<file path="config.mk">
export PLATFORM = sky130hd
export DESIGN_NAME = uart_rx_os
export DESIGN_NICKNAME = d
export VERILOG_FILES = /design/src/rtl/uart_rx_os.sv
export SDC_FILE = /design/constraint.sdc
export NUM_CORES = 1
export LEC_CHECK = 0
export ABC_AREA = 0
export CAP_MARGIN = 20
export CORE_MARGIN = 5
export CORE_UTILIZATION = 25
export CTS_BUF_LIST = sky130_fd_sc_hd__clkbuf_4
export DETAILED_ROUTE_END_ITERATION = 12
export PLACE_DENSITY = 0.5
export SLEW_MARGIN = 20
export SYNTH_ARGS = -nofsm -noshare
export SYNTH_HDL_FRONTEND = slang
export SYNTH_SLANG_ARGS = --single-unit
</file>
<file path="constraint.sdc">
create_clock -name clk -period 3.45 [get_ports clk]
set_clock_uncertainty 0.2 [all_clocks]
set_input_delay 1.035 -clock clk [delete_from_list [all_inputs] [get_ports clk]]
set_output_delay 1.035 -clock clk [all_outputs]
set_load 0.005 [all_outputs]
</file>
<file path="src/rtl/uart_rx_os.sv">
// uart_rx_os - parametrised UART receiver with 16x oversampling.
//
// Receives asynchronous serial frames: 1 start bit, DATA_BITS payload bits
// (LSB first), an optional parity bit and STOP_BITS stop bits. Each bit is
// decided by a 3-sample majority vote around the bit centre. Short low
// glitches on an idle line are rejected during the start bit.
//
// Ports:
//   clk         system clock
//   rst_n       asynchronous active-low reset
//   rx          serial line (asynchronous, idle high)
//   data        received payload
//   valid       data/flags valid, held until accepted with ready
//   ready       consumer accept (valid && ready)
//   busy        frame reception in progress
//   frame_err   a stop bit was sampled low (qualified by valid)
//   parity_err  parity mismatch (qualified by valid, 0 when PARITY=0)
//   overrun     1-cycle pulse: frame completed while valid was still high
//   break_det   1-cycle pulse: break frame received
module uart_rx_os #(
  parameter int CLK_FREQ   = 100_000_000,
  parameter int BAUD_RATE  = 115200,
  parameter int OVERSAMPLE = 16,
  parameter int DATA_BITS  = 8,
  parameter int PARITY     = 0,
  parameter int STOP_BITS  = 1
) (
  input  logic                 clk,
  input  logic                 rst_n,
  input  logic                 rx,
  output logic [DATA_BITS-1:0] data,
  output logic                 valid,
  input  logic                 ready,
  output logic                 busy,
  output logic                 frame_err,
  output logic                 parity_err,
  output logic                 overrun,
  output logic                 break_det
);

  localparam int TICK_RAW = CLK_FREQ / (BAUD_RATE * OVERSAMPLE);
  localparam int TICK_DIV = (TICK_RAW < 1) ? 1 : TICK_RAW;
  localparam int TCW      = (TICK_DIV > 1) ? $clog2(TICK_DIV) : 1;
  localparam int SCW      = $clog2(OVERSAMPLE);
  localparam int BCW      = $clog2(DATA_BITS);
  localparam int MID      = OVERSAMPLE / 2;

  localparam logic [TCW-1:0] TICK_LAST = TCW'(TICK_DIV - 1);
  localparam logic [SCW-1:0] SMP_LO    = SCW'(MID - 1);
  localparam logic [SCW-1:0] SMP_MID   = SCW'(MID);
  localparam logic [SCW-1:0] SMP_HI    = SCW'(MID + 1);
  localparam logic [SCW-1:0] SMP_LAST  = SCW'(OVERSAMPLE - 1);
  localparam logic [BCW-1:0] BIT_LAST  = BCW'(DATA_BITS - 1);
  localparam logic           STOP_LAST = 1'(STOP_BITS - 1);

  typedef enum logic [2:0] {
    S_IDLE, S_START, S_DATA, S_PARITY, S_STOP, S_BRK_WAIT
  } state_t;

  state_t               state_q, state_d;
  logic                 rx_meta_q, rx_meta_d;
  logic                 rx_s_q, rx_s_d;
  logic [TCW-1:0]       tick_cnt_q, tick_cnt_d;
  logic [SCW-1:0]       samp_q, samp_d;
  logic [BCW-1:0]       bit_cnt_q, bit_cnt_d;
  logic                 stop_cnt_q, stop_cnt_d;
  logic                 s0_q, s0_d;
  logic                 s1_q, s1_d;
  logic [DATA_BITS-1:0] shreg_q, shreg_d;
  logic                 ferr_q, ferr_d;
  logic                 perr_q, perr_d;
  logic                 pbit_q, pbit_d;
  logic                 stop0_low_q, stop0_low_d;
  logic                 done_q, done_d;
  logic                 brk_q, brk_d;
  logic [DATA_BITS-1:0] data_q, data_d;
  logic                 valid_q, valid_d;
  logic                 frame_err_q, frame_err_d;
  logic                 parity_err_q, parity_err_d;
  logic                 overrun_q, overrun_d;
  logic                 break_det_q, break_det_d;

  logic           tick;
  logic [SCW-1:0] samp_nxt;
  logic           at_lo, at_mid, at_hi, at_end;
  logic           maj;
  logic           brk_now;

  // Tick generator and sample position decode. The sample index of a tick
  // is the value the sample counter advances to on that tick; the tick that
  // detects the start edge is sample 0.
  always_comb begin
    rx_meta_d  = rx;
    rx_s_d     = rx_meta_q;
    tick       = (tick_cnt_q == TICK_LAST);
    tick_cnt_d = tick ? '0 : tick_cnt_q + 1'b1;
    samp_nxt   = (samp_q == SMP_LAST) ? '0 : samp_q + 1'b1;
    at_lo      = tick && (samp_nxt == SMP_LO);
    at_mid     = tick && (samp_nxt == SMP_MID);
    at_hi      = tick && (samp_nxt == SMP_HI);
    at_end     = tick && (samp_nxt == '0);
    maj        = (s0_q & s1_q) | (s0_q & rx_s_q) | (s1_q & rx_s_q);
    // A break needs the first stop bit low; with one stop bit that is the
    // bit being resolved right now.
    brk_now    = (shreg_q == '0) && ((PARITY == 0) || !pbit_q) &&
                 ((stop_cnt_q == 1'b0) ? !maj : stop0_low_q);
  end

  // Frame state machine
  always_comb begin
    state_d     = state_q;
    samp_d      = samp_q;
    bit_cnt_d   = bit_cnt_q;
    stop_cnt_d  = stop_cnt_q;
    s0_d        = s0_q;
    s1_d        = s1_q;
    shreg_d     = shreg_q;
    ferr_d      = ferr_q;
    perr_d      = perr_q;
    pbit_d      = pbit_q;
    stop0_low_d = stop0_low_q;
    done_d      = 1'b0;
    brk_d       = 1'b0;

    if (state_q != S_IDLE) begin
      if (tick)   samp_d = samp_nxt;
      if (at_lo)  s0_d   = rx_s_q;
      if (at_mid) s1_d   = rx_s_q;
    end

    case (state_q)
      S_IDLE: begin
        if (tick && !rx_s_q) begin
          state_d     = S_START;
          samp_d      = '0;
          bit_cnt_d   = '0;
          stop_cnt_d  = 1'b0;
          ferr_d      = 1'b0;
          perr_d      = 1'b0;
          pbit_d      = 1'b0;
          stop0_low_d = 1'b0;
        end
      end
      S_START: begin
        if (at_hi && maj)   state_d = S_IDLE;
        else if (at_end)    state_d = S_DATA;
      end
      S_DATA: begin
        if (at_hi) shreg_d = {maj, shreg_q[DATA_BITS-1:1]};
        if (at_end) begin
          if (bit_cnt_q == BIT_LAST) begin
            bit_cnt_d = '0;
            state_d   = (PARITY != 0) ? S_PARITY : S_STOP;
          end else begin
            bit_cnt_d = bit_cnt_q + 1'b1;
          end
        end
      end
      S_PARITY: begin
        if (at_hi) begin
          pbit_d = maj;
          perr_d = (PARITY == 2) ? ~(^shreg_q ^ maj) : (^shreg_q ^ maj);
        end
        if (at_end) state_d = S_STOP;
      end
      S_STOP: begin
        if (at_hi) begin
          if (!maj) ferr_d = 1'b1;
          if (stop_cnt_q == 1'b0) stop0_low_d = !maj;
          // Complete at the centre of the last stop bit so a start edge
          // right after it is still caught.
          if (stop_cnt_q == STOP_LAST) begin
            done_d  = 1'b1;
            brk_d   = brk_now;
            state_d = brk_now ? S_BRK_WAIT : S_IDLE;
          end
        end else if (at_end) begin
          stop_cnt_d = stop_cnt_q + 1'b1;
        end
      end
      S_BRK_WAIT: begin
        if (tick && rx_s_q) state_d = S_IDLE;
      end
      default: state_d = S_IDLE;
    endcase
  end

  // Delivery / handshake
  always_comb begin
    data_d       = data_q;
    valid_d      = valid_q;
    frame_err_d  = frame_err_q;
    parity_err_d = parity_err_q;
    overrun_d    = 1'b0;
    break_det_d  = 1'b0;
    if (done_q) begin
      break_det_d = brk_q;
      // An accept in the completion cycle frees the slot for the new frame.
      if (valid_q && !ready) begin
        overrun_d = 1'b1;
      end else begin
        data_d       = shreg_q;
        frame_err_d  = ferr_q;
        parity_err_d = (PARITY != 0) && perr_q;
        valid_d      = 1'b1;
      end
    end else if (valid_q && ready) begin
      valid_d = 1'b0;
    end
  end

  always_ff @(posedge clk or negedge rst_n) begin
    if (!rst_n) begin
      state_q      <= S_IDLE;
      rx_meta_q    <= 1'b1;
      rx_s_q       <= 1'b1;
      tick_cnt_q   <= '0;
      samp_q       <= '0;
      bit_cnt_q    <= '0;
      stop_cnt_q   <= 1'b0;
      s0_q         <= 1'b1;
      s1_q         <= 1'b1;
      shreg_q      <= '0;
      ferr_q       <= 1'b0;
      perr_q       <= 1'b0;
      pbit_q       <= 1'b0;
      stop0_low_q  <= 1'b0;
      done_q       <= 1'b0;
      brk_q        <= 1'b0;
      data_q       <= '0;
      valid_q      <= 1'b0;
      frame_err_q  <= 1'b0;
      parity_err_q <= 1'b0;
      overrun_q    <= 1'b0;
      break_det_q  <= 1'b0;
    end else begin
      state_q      <= state_d;
      rx_meta_q    <= rx_meta_d;
      rx_s_q       <= rx_s_d;
      tick_cnt_q   <= tick_cnt_d;
      samp_q       <= samp_d;
      bit_cnt_q    <= bit_cnt_d;
      stop_cnt_q   <= stop_cnt_d;
      s0_q         <= s0_d;
      s1_q         <= s1_d;
      shreg_q      <= shreg_d;
      ferr_q       <= ferr_d;
      perr_q       <= perr_d;
      pbit_q       <= pbit_d;
      stop0_low_q  <= stop0_low_d;
      done_q       <= done_d;
      brk_q        <= brk_d;
      data_q       <= data_d;
      valid_q      <= valid_d;
      frame_err_q  <= frame_err_d;
      parity_err_q <= parity_err_d;
      overrun_q    <= overrun_d;
      break_det_q  <= break_det_d;
    end
  end

  assign data       = data_q;
  assign valid      = valid_q;
  assign busy       = (state_q != S_IDLE);
  assign frame_err  = frame_err_q;
  assign parity_err = parity_err_q;
  assign overrun    = overrun_q;
  assign break_det  = break_det_q;

endmodule
</file>
==> results of run 1 <==
-- layer usage --
layer / GRT usage / routed length, um
met1: 0.106 / 1910
met2: 0.128 / 1840
met3: 0.0183 / 119
met4: 0.0428 / 121
met5: 0 / 0
-- cell usage after synthesis, drive strengths merged (4+ instances only) --
master,n,share of area
mux2i,4,0.019
nand2,13,0.023
nor2,17,0.031
ha,8,0.046
dfrtp,41,0.48
inv,11,0.019
a22o,4,0.016
mux2,21,0.11
nand3,5,0.014
a21oi,4,0.0093
o21ai,5,0.013
buf,4,0.010
nand2b,4,0.012
dfstp,4,0.049
-- state kept, by name (all words and copies together), names as in the netlist, 3 cells and up --
register    count
samp_q          4
data            8
bit_cnt_q       3
state_q         3
tick_cnt_q      6
shreg_q         8
-- worst max-delay path: stages (launching register included) --
cell and delay (ps):
dfrtp_1 560, nor3_1 400, inv_1 110, clkdlybuf4s50_1 460
-- power groups by stage --
stage                     Clock [mW]  Sequential [mW]  Combinational, mW
final                          0.261            0.531             0.0170
after floorplan                    0            0.541            0.00229
after global routing           0.295            0.532             0.0200
after detailed placement           0            0.541             0.0184
after CTS                      0.279            0.531             0.0184
after global placement             0            0.541             0.0184
-- area by class of cell --
class                           instances  area [um2]
Inverter                               11        41.3
Sequential cell                        45        1130
Clock buffer                            5        37.5
Timing Repair Buffer                   18         183
Fill cell                             865        5790
Clock inverter                          3        21.3
Tap cell                              105         131
Multi-Input combinational cell        126         963
-- per-stage QoR --
stage / instances / worst slack, ps / hold slack (ps) / total power [mW] / area, um2
6_report: 313 / 313 / 166 / 0.809 / 2510
5_1_grt: 313 / 136 / 169 / 0.847 / 2510
4_1_cts: 313 / 296 / 168 / 0.829 / 2510
3_5_place_dp: 305 / 726 / 148 / 0.559 / 2450
3_3_place_gp: 305 / 765 / 145 / 0.559 / 2450
2_1_floorplan: 186 / 1170 / 145 / 0.543 / 2160
-- logic make-up (layout without fill, tap and decap cells) --
| group | count (synthesis) | after routing | share of synthesized area |
|---|---|---|---|
| xor+xnor | 4 | 4 | 0.0162 |
| simple gates | 58 | 58 | 0.143 |
| flops | 45 | 45 | 0.524 |
| other cells | 1 | 1 | 0.00174 |
| buf+inv | 15 | 37 | 0.0296 |
| compound gates | 29 | 29 | 0.104 |
| fa+ha+maj | 9 | 9 | 0.0510 |
| mux | 25 | 25 | 0.130 |
-- cells in the final DEF, fill, tap and decap left out, types with 4 or more instances in the layout --
master and instances:
a21oi_1 4, a22o_1 4, clkbuf_4 5, clkdlybuf4s50_1 15
dfrtp_1 41, dfstp_2 4, ha_1 8, inv_1 11
mux2_2 20, mux2i_1 4, nand2_1 13, nand2b_1 4
nand3_1 4, nor2_1 16
-- worst paths after layout --
path / startpoint / end / slack (ps) / depth (start not counted)
setup / recovery: state_q[1] / busy / 310 / 3
hold / removal: rx_meta_q / rx_s_q / 170 / 0
setup reg to reg: samp_q[0] / state_q[0] / 960 / 6
hold reg to reg: rx_meta_q / rx_s_q / 170 / 0
max in group asynchronous: rst_n / rx_s_q / 2350 / 2
min in group asynchronous: rst_n / valid / 410 / 2
==> run metrics, run 1 <==
Clock Latency Late Sink 370 ps; EDFF count, synth 0; Final Slew Violations 0; CTS Buffer Depth 2; Chip Width 103 um; clk sinks 45; Worst Setup End Kind output pin; RSZ-0062 raised after global routing no; min-delay worst type reg -> reg; # rows 33; Max-cap violations 0; Flop pwr share 0.656; DR WL/cell 12.7 um; post-layout min period 3140 ps; Yosys warnings 0; pin count of the biggest net entering global routing 46; logic gate share of total power 0.021; register area share after synthesis 0.524; initial antenna violation count 0; cell area after synthesis 0.00216 mm2; total wire length 3990 um; post-route ant nets 0; Syn Inst Count 186; first drt pass iteration count 4; Boundary Pins 18; # Post-CTS Setup Buffers 0; synth unique cells 50; final core occ 0.302; Clk pwr share 0.323; Vias per Instance 4.54; IO buf count 16; Peak VDD IR 106 uV; fraction of layout cells with a size suffix above 1 0.216; Via Count 1421; Initial Util 0.260; vias in the first global route 1411; Avg Cell Area, Syn 11.6 um2; hold_buf cts 0; P_int 616 uW; switching share of total power 0.239; CTS buffer count 5; Required @ worst endpoint 2210 ps; outcome complete, no violations; CP Max Fanout 14; number of DRC markers in iteration 0 57; Clock Root Buffer clkbuf_4; startpoint class of the critical path flip-flop; Area growth, synth to finish 16.2%; gr usage total 0.0821; CP Data Arrival Time 1900 ps; Die ar. 0.0106 mm2; maximum clock rate 0.319 GHz; first-pass GRT wire length 6870 um; Psw 193 uW; slew margin rel. 0.645; kind of critical path reg -> out; Tcrit/Tclk final 0.909; die extent in y 103 um; Setup Viol. Count Final 0; Sum Neg Setup Slack 0 ps; Most used DFF post-synth dfrtp_1; Synth Register Bits 45; Post-CTS Resized 0; clk slew on worst S/H paths 130 ps; Final Hold Vio Count 0; asr flop ratio synth 1.00; number of H-tree levels 2; Static Leak 1.14 nW; Final Wtd Congestion 0.770; Slew @ Worst Pin 532 ps; final net count 219; Cell Pwr Density 323 mW/mm2; drt drc 0; post-DP HPWL 2810 um; core area 0.00830 mm2; CTS tree done; GRT overflow 0; post-synthesis net count 198; antenna diode count 0
No activity file was read; power rests on OpenSTA's default activity.
==> run 2, diff against run 1 <==
- GPL_ROUTABILITY_DRIVEN: not set -> 0
- clock period: 3.45 -> 2.9 ns (I/O delays scaled with it)
==> run 2 against run 1 <==
Worst setup slack lost 140 ps. Sequential share of layout area shrank 0.27 points. First-iteration DRC count is 58% higher. Core utilization grew 0.18 points. Power is 17% higher. Sequential cell count stayed put. Cell count increased by 0.32%.
==> run metrics, run 2 (same netlist as run 1, synthesis figures left out) <==
Via Count 1432; Clock Root Buffer clkbuf_4; clk slew on worst S/H paths 130 ps; CTS tree done; Initial Util 0.260; CTS buffer count 5; Cell Pwr Density 374 mW/mm2; post-route ant nets 0; initial antenna violation count 0; worst hold margin 167 ps; Area growth, synth to finish 16.9%; drt drc 0; die extent in y 103 um; Clock Latency Late Sink 350 ps; CTS Buffer Depth 2; core area 0.00830 mm2; slew margin rel. 0.617; final worst slack 177 ps; clk sinks 45; maximum clock rate 0.367 GHz; Vias per Instance 4.56; final std cells w/o fill 314; vias in the first global route 1401; Die ar. 0.0106 mm2; Place WS 399 ps; commonest non-fill, non-tap cell in the layout dfrtp_1; Sum Neg Setup Slack 0 ps; CP Max Fanout 9; Peak VDD IR 146 uV; Worst Setup End Kind output pin; antenna diode count 0; Setup Viol. Count Final 0; Final Slew Violations 0; placed cell count 306; Boundary Pins 18; Chip Width 103 um; Slew @ Worst Pin 568 ps; outcome complete, no violations; DR WL/cell 12.5 um; startpoint class of the critical path flip-flop; kind of critical path reg -> out; commonest non-fill, non-tap cells in the layout 41 x dfrtp_1, 20 x mux2_2, 16 x nor2_1; pin count of the biggest net entering global routing 25; RSZ-0062 raised after global routing no; post-layout min period 2720 ps; Tcrit/Tclk final 0.939; post-DP HPWL 2890 um; Required @ worst endpoint 1830 ps; number of DRC markers in iteration 0 90; CP Data Arrival Time 1650 ps; first-pass GRT wire length 6850 um; Max-cap violations 0; min-delay worst type reg -> reg; fraction of layout cells with a size suffix above 1 0.220; IO buf count 16; Static Leak 1.15 nW; final net count 220; # Post-CTS Setup Buffers 0; # rows 33; fillcell total 844; total wire length 3920 um; GRT overflow 0; Final Hold Vio Count 0; first drt pass iteration count 4; number of H-tree levels 2; gr usage total 0.0820
==> run 2: cell types whose count changed in the layout (fill, tap and decap cells not counted), sizes merged <==
| cell | change |
|---|---|
| clkinv | +2 |
| buf | +1 |
| inv | -1 |
| clkinvlp | -1 |
==> run 2: critical path, cell delays in order (launching register included) <==
cell             delay [ps]
dfrtp_1                 520
nor3_4                  250
inv_1                    90
clkdlybuf4s50_1         450
==> run 2: power breakdown <==
group | leakage (nW) | total [mW] | switching [mW] | internal, mW
clock | 0.0326 | 0.292 | 0.200 | 0.0922
combinational | 0.521 | 0.0203 | 0.0139 | 0.00638
sequential | 0.600 | 0.632 | 0.00166 | 0.630
total | 1.15 | 0.944 | 0.215 | 0.729
==> run 2: routing by layer <==
layer	vias to the layer above	GRT usage	part of all wire
met5	-	0	0
met2	17	0.124	0.45
met4	0	0.0299	0.018
met1	707	0.115	0.51
li1	702	-	-
met3	6	0.0183	0.025
==> run 2: final timing paths <==
check	startpoint	end	slack [ps]	depth (start not counted)
setup / recovery	state_q[0]	busy	180	3
setup reg to reg	samp_q[0]	state_q[0]	450	6
hold reg to reg	rx_meta_q	rx_s_q	170	0
min in group asynchronous	rst_n	data[1]	280	1
max in group asynchronous	rst_n	s1_q	1610	2
hold / removal	rx_meta_q	rx_s_q	170	0
==> run 2: what timing repair did <==
action	in CTS	in global routing
setup endpoints to repair	1	1
gates resized for setup	1	1
gates cloned	0	0
hold buffers	0	0
==> run 2: cell type report <==
cell class	count	area, um2	share of cell area
Inverter	11	41.3	0.0164
Timing Repair Buffer	19	190	0.0754
Multi-Input combinational cell	126	975	0.386
Clock buffer	5	37.5	0.0149
Tap cell	105	131	0.0521
Clock inverter	3	17.5	0.00694
Sequential cell	45	1130	0.448
==> run 2: metrics by stage <==
step	cell area (um2)	util	total power, mW
after floorplan	2160	-	0.646
after global placement	2460	0.296	0.665
after detailed placement	2460	0.296	0.665
after CTS	2520	0.303	0.966
after global routing	2520	0.304	0.997
final	2520	0.304	0.944
